--- config.mk ---
export PLATFORM = sky130hd
export DESIGN_NAME = filter_ctl_table_loader
export DESIGN_NICKNAME = d
export VERILOG_FILES = /design/src/rtl/filter_ctl_pkg.sv /design/src/rtl/filter_ctl_sel.sv /design/src/rtl/filter_ctl_table_loader.sv
export SDC_FILE = /design/constraint.sdc
export NUM_CORES = 1
export LEC_CHECK = 0
export BUFFER_PORTS_ARGS = -buffer_cell sky130_fd_sc_hd__buf_2
export CAP_MARGIN = 15
export CELL_PAD_IN_SITES_DETAIL_PLACEMENT = 0
export CELL_PAD_IN_SITES_GLOBAL_PLACEMENT = 2
export CORE_UTILIZATION = 39
export DETAILED_ROUTE_END_ITERATION = 12
export PLACE_DENSITY = 0.95
export SLEW_MARGIN = 30
export SYNTH_ARGS = -nofsm -noshare
export SYNTH_HDL_FRONTEND = slang
export SYNTH_HIERARCHICAL = 1
export SYNTH_SLANG_ARGS = --single-unit
--- constraint.sdc ---
create_clock -name clk -period 8.7 [get_ports clk]
set_input_delay 1.74 -clock clk [delete_from_list [all_inputs] [get_ports clk]]
set_output_delay 1.74 -clock clk [all_outputs]
set_load 0.005 [all_outputs]
--- src/rtl/filter_ctl_pkg.sv ---
// Shared types for the filter control table loader and its consumers.
package filter_ctl_pkg;

  localparam int FILTER_CTL_W = 10;

  typedef struct packed {
    logic       en;
    logic [2:0] mode;
    logic [5:0] coeff;
  } filter_ctl_t;

  typedef enum logic {FILL, HOLD} ldr_state_e;

endpackage

--- src/rtl/filter_ctl_sel.sv ---
// Combinational 2D entry select with zero-extended coeff; out-of-range selects give 0.
module filter_ctl_sel
  import filter_ctl_pkg::*;
#(
  parameter int ROWS = 2,
  parameter int COLS = 3,
  parameter int RW   = 1,
  parameter int CW   = 2
) (
  input  logic [ROWS*COLS*FILTER_CTL_W-1:0] tbl_i,
  input  logic [RW-1:0]                     row_i,
  input  logic [CW-1:0]                     col_i,
  output logic [31:0]                       coeff_o
);

  filter_ctl_t [ROWS-1:0][COLS-1:0] tbl;
  assign tbl = tbl_i;

  // en/mode fields are not observed on this path
  logic unused_tbl;
  assign unused_tbl = ^tbl_i;

  // decode every legal (row,col); anything else falls through to zero
  always_comb begin
    coeff_o = '0;
    for (int r = 0; r < ROWS; r++) begin
      for (int c = 0; c < COLS; c++) begin
        if (row_i == RW'(r) && col_i == CW'(c)) coeff_o = {26'b0, tbl[r][c].coeff};
      end
    end
  end

endmodule

--- src/rtl/filter_ctl_table_loader.sv ---
// Collects filter_ctl_t entries one per beat into a ROWS x COLS table and holds it
// until downstream takes it. Optional FILTER_CTL_PARITY_EN drops bad-parity beats
// and counts them in err_cnt.
module filter_ctl_table_loader
  import filter_ctl_pkg::*;
#(
  parameter int ROWS = 2,
  parameter int COLS = 3
) (
  input  logic                              clk,
  input  logic                              rst,
  input  logic                              wr_valid,
  output logic                              wr_ready,
  input  logic [FILTER_CTL_W-1:0]           wr_data,
  output logic                              tbl_valid,
  input  logic                              tbl_ready,
  output logic [ROWS*COLS*FILTER_CTL_W-1:0] tbl_data,
  input  logic [(ROWS>1?$clog2(ROWS):1)-1:0] sel_row,
  input  logic [(COLS>1?$clog2(COLS):1)-1:0] sel_col,
  output logic [31:0]                       o
`ifdef FILTER_CTL_PARITY_EN
  ,
  input  logic                              wr_par,
  output logic [7:0]                        err_cnt
`endif
);

  localparam int N  = ROWS * COLS;
  localparam int IW = (N > 1) ? $clog2(N) : 1;
  localparam int RW = (ROWS > 1) ? $clog2(ROWS) : 1;
  localparam int CW = (COLS > 1) ? $clog2(COLS) : 1;

  ldr_state_e              state_q, state_d;
  logic [IW-1:0]           idx_q, idx_d;
  filter_ctl_t [N-1:0]     tbl_q, tbl_d;
  logic [31:0]             o_q, sel_val;
  logic                    acc, good;

  // flat entry idx is the same storage as tbl[idx/COLS][idx%COLS]
  assign tbl_data  = tbl_q;
  assign wr_ready  = (state_q == FILL);
  assign tbl_valid = (state_q == HOLD);
  assign acc       = wr_valid && wr_ready;
  assign o         = o_q;

`ifdef FILTER_CTL_PARITY_EN
  logic [7:0] err_q;
  assign good    = ~^{wr_data, wr_par};
  assign err_cnt = err_q;

  // saturating count of consumed-but-dropped beats
  always_ff @(posedge clk or posedge rst) begin
    if (rst)                                err_q <= '0;
    else if (acc && !good && err_q != 8'hFF) err_q <= err_q + 8'd1;
  end
`else
  assign good = 1'b1;
`endif

  // fill/hold sequencing; a dropped beat neither writes nor advances idx
  always_comb begin
    state_d = state_q;
    idx_d   = idx_q;
    tbl_d   = tbl_q;
    case (state_q)
      FILL: begin
        if (acc && good) begin
          tbl_d[idx_q] = filter_ctl_t'(wr_data);
          if (idx_q == IW'(N-1)) begin
            idx_d   = '0;
            state_d = HOLD;
          end else begin
            idx_d = idx_q + IW'(1);
          end
        end
      end
      HOLD: if (tbl_ready) state_d = FILL;
      default: state_d = FILL;
    endcase
  end

  // state, index and table storage
  always_ff @(posedge clk or posedge rst) begin
    if (rst) begin
      state_q <= FILL;
      idx_q   <= '0;
      tbl_q   <= '0;
    end else begin
      state_q <= state_d;
      idx_q   <= idx_d;
      tbl_q   <= tbl_d;
    end
  end

  filter_ctl_sel #(.ROWS(ROWS), .COLS(COLS), .RW(RW), .CW(CW)) u_sel (
    .tbl_i   (tbl_q),
    .row_i   (sel_row),
    .col_i   (sel_col),
    .coeff_o (sel_val)
  );

  // registered observation port
  always_ff @(posedge clk or posedge rst) begin
    if (rst) o_q <= '0;
    else     o_q <= sel_val;
  end

endmodule
==> results.py, run 1 <==
metrics = {
    "run_status": {
        "outcome": "completed",
    },
    "synthesis": {
        "syn-instance-count": 239,
        "synth.ff_latch_count": 96,
        "ys_types": 23,
        "synthesis.area_per_instance_um2": 16.18,
        "mappedNetlistArea_um2": 3867,
        "dominant_cells_by_area_after_synthesis": "sky130_fd_sc_hd__dfrtp_1 62%, sky130_fd_sc_hd__mux2_2 16%, sky130_fd_sc_hd__mux2_4 6.6%, sky130_fd_sc_hd__buf_4 5.2%, sky130_fd_sc_hd__mux4_2 3.5%",
        "largest_area_contributor_in_the_netlist": "sky130_fd_sc_hd__dfrtp_1",
        "most_used_standard_cell_by_instance_count_after_synthesis": "sky130_fd_sc_hd__dfrtp_1",
        "synth-seq-area-share_pct": 62.12,
        "total_of_warnings_raised_by_yosys": 6,
        "netlist_top_cells_count": "96 x sky130_fd_sc_hd__dfrtp_1, 55 x sky130_fd_sc_hd__mux2_2, 27 x sky130_fd_sc_hd__buf_4",
        "synth_top_area_share_pct": 62.12,
        "asyncSetResetFlopFracSynth_pct": 100.0,
        "synth_enable_flop_cells": 0,
        "yosys_most_used_dff": "sky130_fd_sc_hd__dfrtp_1",
    },
    "global_routing": {
        "global_route_usage_over_all_layers_pct": 15.49,
        "largest_net_degree_at_the_start_of_global_routing": 51,
        "antenna_violations_before_repair": 0,
        "vias_in_the_first_global_route": 2196,
        "first_pass_grt_wire_length_mm": 11.75,
        "globalRoute.totalOverflow": 0,
    },
    "floorplanning": {
        "ioPinCount": 111,
        "design.die.area_um2": 10320,
        "initial_utilization_pct": 41.08,
        "die_height_um": 101.6,
        "core.rowCount": 35,
        "core_um2": 9415,
        "die-width_um": 101.6,
    },
    "setup_path": {
        "cp.required_ns": 8.93,
        "r2r_slack_ns": 6.78,
        "critPathLaunch": "wr_valid",
        "rr_startpoint": "idx_q[2]$_DFFE_PP0P_",
        "r2r_cells": 3,
        "end_kind": "register",
        "timing.critical_path.arrival_ns": 3.20,
        "worst_r2r_endpoint": "tbl_data[24]$_DFFE_PP0P_",
        "cp-endpoint": "tbl_data[54]$_DFFE_PP0P_",
        "category_of_the_most_critical_setup_path": "in2reg",
        "cp_startpoint_kind": "input port",
        "largest_driver_fanout_on_the_critical_path": 11,
    },
    "drt": {
        "postRouteAntennaNets": 0,
        "drt-pass1-iter-count": 4,
        "viasPerCell": 4.535,
        "wl_mm": 7.604,
        "drc_errors": 0,
        "post_drt_wl_per_cell_um": 15.65,
        "total_vias_in_the_final_route": 2204,
        "drt_iter0_markers": 22,
    },
    "cts": {
        "cts-buffers-inserted": 9,
        "cts_hold_buffers": 0,
        "tritoncts_num_sinks": 96,
        "cts_tree": "built",
        "clock_tree.buffer_depth": 2,
        "cts_setup_buffers": 0,
        "post_cts_resize_count": 0,
        "cts_htree_levels": 3,
        "root_buffer": "sky130_fd_sc_hd__clkbuf_8",
        "path_clk_slew_ns": 0.09,
        "clk-insertion-delay-late_ns": 0.35,
    },
    "cells_and_area": {
        "combined_area_of_the_multi_input_logic_cells_um2": 1287,
        "num-fill-cells": 859,
        "post_route_cells_drive_above_1_share_pct": 58.26,
        "nNetsFinal": 369,
        "area_growth_pct": 19.35,
        "seqCellArea_um2": 2402,
        "n_antenna_cell": 0,
        "final_cell_area_um2": 4616,
        "final_util_pct": 49.02,
    },
    "timing": {
        "rsz0062_at_grt": "no",
        "timing.final.crit_period_ns": 2.964,
        "timing_worst_slew_pin_value_ns": 0.7519,
        "hold_viol": 0,
        "slew_viol_final": 0,
        "post_route_clock_period_utilization_pct": 34.06,
        "fin_worst_skew_ns": 0.01219,
        "totalNegativeSetupSlack_ns": 0,
        "clock.fmax_mhz": 337.4,
        "final-setup-viol-count": 0,
        "hold-worst-slack_ns": 0.5058,
        "slew_headroom_pct": 49.84,
    },
    "placed_design": {
        "port_buffers": 110,
        "detailed_place.area_um2": 4419,
        "dpl.hpwl_mm": 5.191,
        "gp_congestion": 0.7395,
    },
    "power": {
        "ir_drop_mv": 0.1040,
        "design_power_total_w": 0.001529,
        "power.static_leakage_nw": 2.296,
        "power.density_cell_area_nw_per_um2": 331.3,
    },
    "job": {
        "maxCapViolations": 0,
    },
    "min_path": {
        "hp_class": "reg2reg",
    },
}
[sequential cells by signal (all words and copies together), names as in the netlist]
register	flops
tbl_valid	1
tbl_data	60
o	32
idx_q	3
[stage by stage]
stage          worst slack (ns)  cells
2_1_floorplan             4.455    264
3_3_place_gp              5.406    470
3_5_place_dp              5.345    470
4_1_cts                   5.729    486
5_1_grt                   5.673    486
6_report                  5.736    486
[where the power goes]
group | total [W] | switching [W] | internal (W)
Combinational | 0.000520 | 0.000194 | 0.000326
Sequential | 0.000721 | 0.000107 | 0.000614
Clock | 0.000288 | 0.000153 | 0.000135
[how the worst min path moves through the flow]
stage	cells after the start	slack, ns	end	from
after floorplan	2	0.50	idx_q[2]$_DFFE_PP0P_	idx_q[2]$_DFFE_PP0P_
after global placement	1	0.48	tbl_data[7]$_DFFE_PP0P_	tbl_data[7]$_DFFE_PP0P_
after detailed placement	1	0.49	tbl_data[7]$_DFFE_PP0P_	tbl_data[7]$_DFFE_PP0P_
after CTS	1	0.51	tbl_data[57]$_DFFE_PP0P_	tbl_data[57]$_DFFE_PP0P_
after global routing	1	0.53	tbl_data[59]$_DFFE_PP0P_	tbl_data[59]$_DFFE_PP0P_
final	1	0.51	tbl_data[57]$_DFFE_PP0P_	tbl_data[57]$_DFFE_PP0P_
[cells by family (layout without fill, tap and decap cells)]
group,after synthesis,after routing,synth area share (%)
buffers and inverters,36,129,7.020
muxes,78,78,26.11
xor gates and xnor gates,1,1,0.2265
other,1,26,0.09696
DFF,96,96,62.12
and+or+nand+nor,26,26,4.238
AOI/OAI and AO/OA,1,1,0.1942
[critical path, stage by stage]
cell	delay (ns)
sky130_fd_sc_hd__buf_2	0.09
sky130_fd_sc_hd__nor2b_1	0.22
sky130_fd_sc_hd__and4b_1	0.73
sky130_fd_sc_hd__mux2_2	0.41
[layer usage]
metal  track usage (%)  vias up  part of all wire [%]
met5                 0        -                     0
met4             6.132        0                  0.67
met3             5.659        5                   8.3
met2             23.28       92                    47
met1             20.39     1107                    44
li1                  -     1000                     -
[area by class of cell]
type | instances | area share, %
clock buffer | 10 | 2.765
clock inverter | 6 | 1.491
inverter | 2 | 0.2169
multi-input combinational | 132 | 27.89
sequential | 96 | 52.05
tap | 129 | 3.497
timing repair buffer | 111 | 12.09
[placed cells by master, fill, tap and decap left out]
master / synthesis / final
sky130_fd_sc_hd__conb_1: 1 / 26
sky130_fd_sc_hd__inv_6: 0 / 1
sky130_fd_sc_hd__nor3b_1: 1 / 1
sky130_fd_sc_hd__nor2_1: 1 / 1
sky130_fd_sc_hd__mux2_2: 55 / 55
sky130_fd_sc_hd__clkbuf_8: 0 / 9
sky130_fd_sc_hd__clkinvlp_4: 0 / 1
sky130_fd_sc_hd__clkbuf_1: 1 / 1
sky130_fd_sc_hd__bufinv_16: 0 / 1
sky130_fd_sc_hd__nand3_1: 2 / 2
sky130_fd_sc_hd__inv_1: 2 / 1
sky130_fd_sc_hd__dfrtp_1: 96 / 96
sky130_fd_sc_hd__o21bai_1: 1 / 1
sky130_fd_sc_hd__mux2_4: 17 / 17
sky130_fd_sc_hd__clkinv_4: 0 / 2
sky130_fd_sc_hd__nor2b_1: 11 / 11
sky130_fd_sc_hd__xor2_1: 1 / 1
sky130_fd_sc_hd__nand2_1: 5 / 5
sky130_fd_sc_hd__clkinv_2: 0 / 1
sky130_fd_sc_hd__buf_2: 3 / 110
sky130_fd_sc_hd__or3_4: 1 / 1
sky130_fd_sc_hd__and4b_1: 1 / 1
sky130_fd_sc_hd__inv_4: 0 / 1
sky130_fd_sc_hd__and2b_2: 2 / 2
sky130_fd_sc_hd__mux4_2: 6 / 6
sky130_fd_sc_hd__buf_4: 27 / 1
sky130_fd_sc_hd__nand3b_1: 1 / 1
sky130_fd_sc_hd__and3b_1: 1 / 1
Note: power is estimated with default switching activity, not from simulation.
==> run 2, diff against run 1 <==
- CORE_UTILIZATION: 39 -> 36
- PLACE_DENSITY: 0.95 -> 0.91
- clock period: 8.7 -> 3 ns (I/O delays scaled with it)
==> results.py, run 2 (same netlist as run 1, synthesis figures left out) <==
metrics = {
    "cells_and_area": {
        "post_route_cells_drive_above_1_share_pct": 57.82,
        "area_growth_pct": 20.22,
        "final_cell_mix": "110 x sky130_fd_sc_hd__buf_2, 96 x sky130_fd_sc_hd__dfrtp_1, 55 x sky130_fd_sc_hd__mux2_2, 26 x sky130_fd_sc_hd__conb_1, 17 x sky130_fd_sc_hd__mux2_4",
        "nNetsFinal": 370,
        "n_antenna_cell": 0,
        "max_ffs_per_register": 60,
        "combined_area_of_the_multi_input_logic_cells_um2": 1287,
        "seqCellArea_um2": 2402,
        "final_cell_area_um2": 4649,
        "layout_commonest_cell": "sky130_fd_sc_hd__buf_2",
        "num-fill-cells": 967,
        "final_util_pct": 44.84,
    },
    "placed_design": {
        "port_buffers": 110,
        "dpl.hpwl_mm": 5.574,
        "detailed_place.area_um2": 4449,
        "gp_congestion": 0.7407,
    },
    "setup_path": {
        "cp-endpoint": "tbl_data[27]$_DFFE_PP0P_",
        "cp_startpoint_kind": "register",
        "rr_startpoint": "idx_q[2]$_DFFE_PP0P_",
        "worst_r2r_endpoint": "tbl_data[27]$_DFFE_PP0P_",
        "critPathLaunch": "idx_q[2]$_DFFE_PP0P_",
        "cp.required_ns": 3.23,
        "timing.critical_path.arrival_ns": 2.12,
        "category_of_the_most_critical_setup_path": "reg2reg",
        "r2r_slack_ns": 1.11,
        "r2r_cells": 3,
        "largest_driver_fanout_on_the_critical_path": 10,
        "end_kind": "register",
    },
    "drt": {
        "postRouteAntennaNets": 0,
        "post_drt_wl_per_cell_um": 16.11,
        "viasPerCell": 4.464,
        "drt-pass1-iter-count": 7,
        "total_vias_in_the_final_route": 2205,
        "wl_mm": 7.956,
        "drc_errors": 0,
        "drt_iter0_markers": 57,
    },
    "cts": {
        "clock_tree.buffer_depth": 2,
        "path_clk_slew_ns": 0.08,
        "post_cts_resize_count": 0,
        "cts_htree_levels": 3,
        "cts_tree": "built",
        "root_buffer": "sky130_fd_sc_hd__clkbuf_8",
        "clk-insertion-delay-late_ns": 0.35,
        "cts-buffers-inserted": 9,
        "cts_setup_buffers": 0,
        "cts_hold_buffers": 0,
        "tritoncts_num_sinks": 96,
    },
    "global_routing": {
        "global_route_usage_over_all_layers_pct": 15.52,
        "largest_net_degree_at_the_start_of_global_routing": 61,
        "vias_in_the_first_global_route": 2338,
        "globalRoute.totalOverflow": 0,
        "first_pass_grt_wire_length_mm": 12.94,
        "antenna_violations_before_repair": 0,
    },
    "floorplanning": {
        "ioPinCount": 111,
        "core_um2": 10370,
        "initial_utilization_pct": 37.29,
        "die-width_um": 105.7,
        "design.die.area_um2": 11160,
        "die_height_um": 105.7,
        "core.rowCount": 37,
    },
    "job": {
        "maxCapViolations": 0,
    },
    "power": {
        "power.density_cell_area_nw_per_um2": 962.3,
        "design_power_total_w": 0.004474,
        "ir_drop_mv": 0.4198,
        "power.static_leakage_nw": 2.301,
    },
    "timing": {
        "fin_worst_skew_ns": 0.008255,
        "totalNegativeSetupSlack_ns": 0,
        "slew_headroom_pct": 54.94,
        "clock.fmax_mhz": 530.1,
        "hold_viol": 0,
        "slew_viol_final": 0,
        "rsz0062_at_grt": "no",
        "hold-worst-slack_ns": 0.2913,
        "post_route_clock_period_utilization_pct": 62.88,
        "final-setup-viol-count": 0,
        "timing_worst_slew_pin_value_ns": 0.6754,
        "timing.final.crit_period_ns": 1.886,
    },
    "run_status": {
        "outcome": "completed",
    },
    "min_path": {
        "hp_class": "in2async",
    },
}
## run 2: cell count changes in the layout (fill, tap and decap cells not counted), sizes merged
| cell | before | now |
|---|---|---|
| buf | 111 | 112 |
| clkbuf | 10 | 14 |
| clkinv | 3 | 0 |
| clkinvlp | 1 | 2 |
| inv | 3 | 1 |
## run 2: how the worst min path moves through the flow
| stage | start | to | slack [ns] |
|---|---|---|---|
| final | rst | o[20]$_DFF_PP0_ | 0.29 |
| after global routing | rst | o[20]$_DFF_PP0_ | 0.31 |
| after CTS | rst | o[24]$_DFF_PP0_ | 0.28 |
| after detailed placement | tbl_data[39]$_DFFE_PP0P_ | tbl_data[39]$_DFFE_PP0P_ | 0.49 |
| after global placement | tbl_data[37]$_DFFE_PP0P_ | tbl_data[37]$_DFFE_PP0P_ | 0.48 |
| after floorplan | idx_q[2]$_DFFE_PP0P_ | idx_q[2]$_DFFE_PP0P_ | 0.50 |
## run 2: through the flow
| stage | setup WS, ns | std cells |
|---|---|---|
| final | 1.114 | 494 |
| after global routing | 0.9935 | 494 |
| after CTS | 1.083 | 494 |
| after detailed placement | 0.8367 | 478 |
| after global placement | 0.8579 | 478 |
| after floorplan | 1.266 | 264 |
## run 2: layout make-up
type | count | share of cell area, %
Inverter | 2 | 0.2422
Tap cell | 136 | 3.660
Timing Repair Buffer | 112 | 12.43
Clock buffer | 14 | 3.498
Multi-Input combinational cell | 132 | 27.69
Sequential cell | 96 | 51.67
Clock inverter | 2 | 0.8073
## run 2: worst max-delay path: stages, from the launching register on
cell,delay [ns]
sky130_fd_sc_hd__dfrtp_1,0.43
sky130_fd_sc_hd__nor3b_1,0.31
sky130_fd_sc_hd__and3b_1,0.62
sky130_fd_sc_hd__mux2_2,0.41
## run 2: layer usage
metal / track usage [%] / vias to the layer above / share of wire [%]
li1: - / 1000 / -
met1: 20.22 / 1110 / 45
met2: 23.90 / 89 / 46
met5: 0 / - / 0
met3: 6.555 / 6 / 8.7
met4: 3.869 / 0 / 0.55
## run 2: power breakdown
part	total (W)	switching, W	internal, W
Clock	0.000843	0.000411	0.000433
Combinational	0.00153	0.000578	0.000949
Sequential	0.00210	0.000322	0.00178
Total	0.00447	0.00131	0.00316
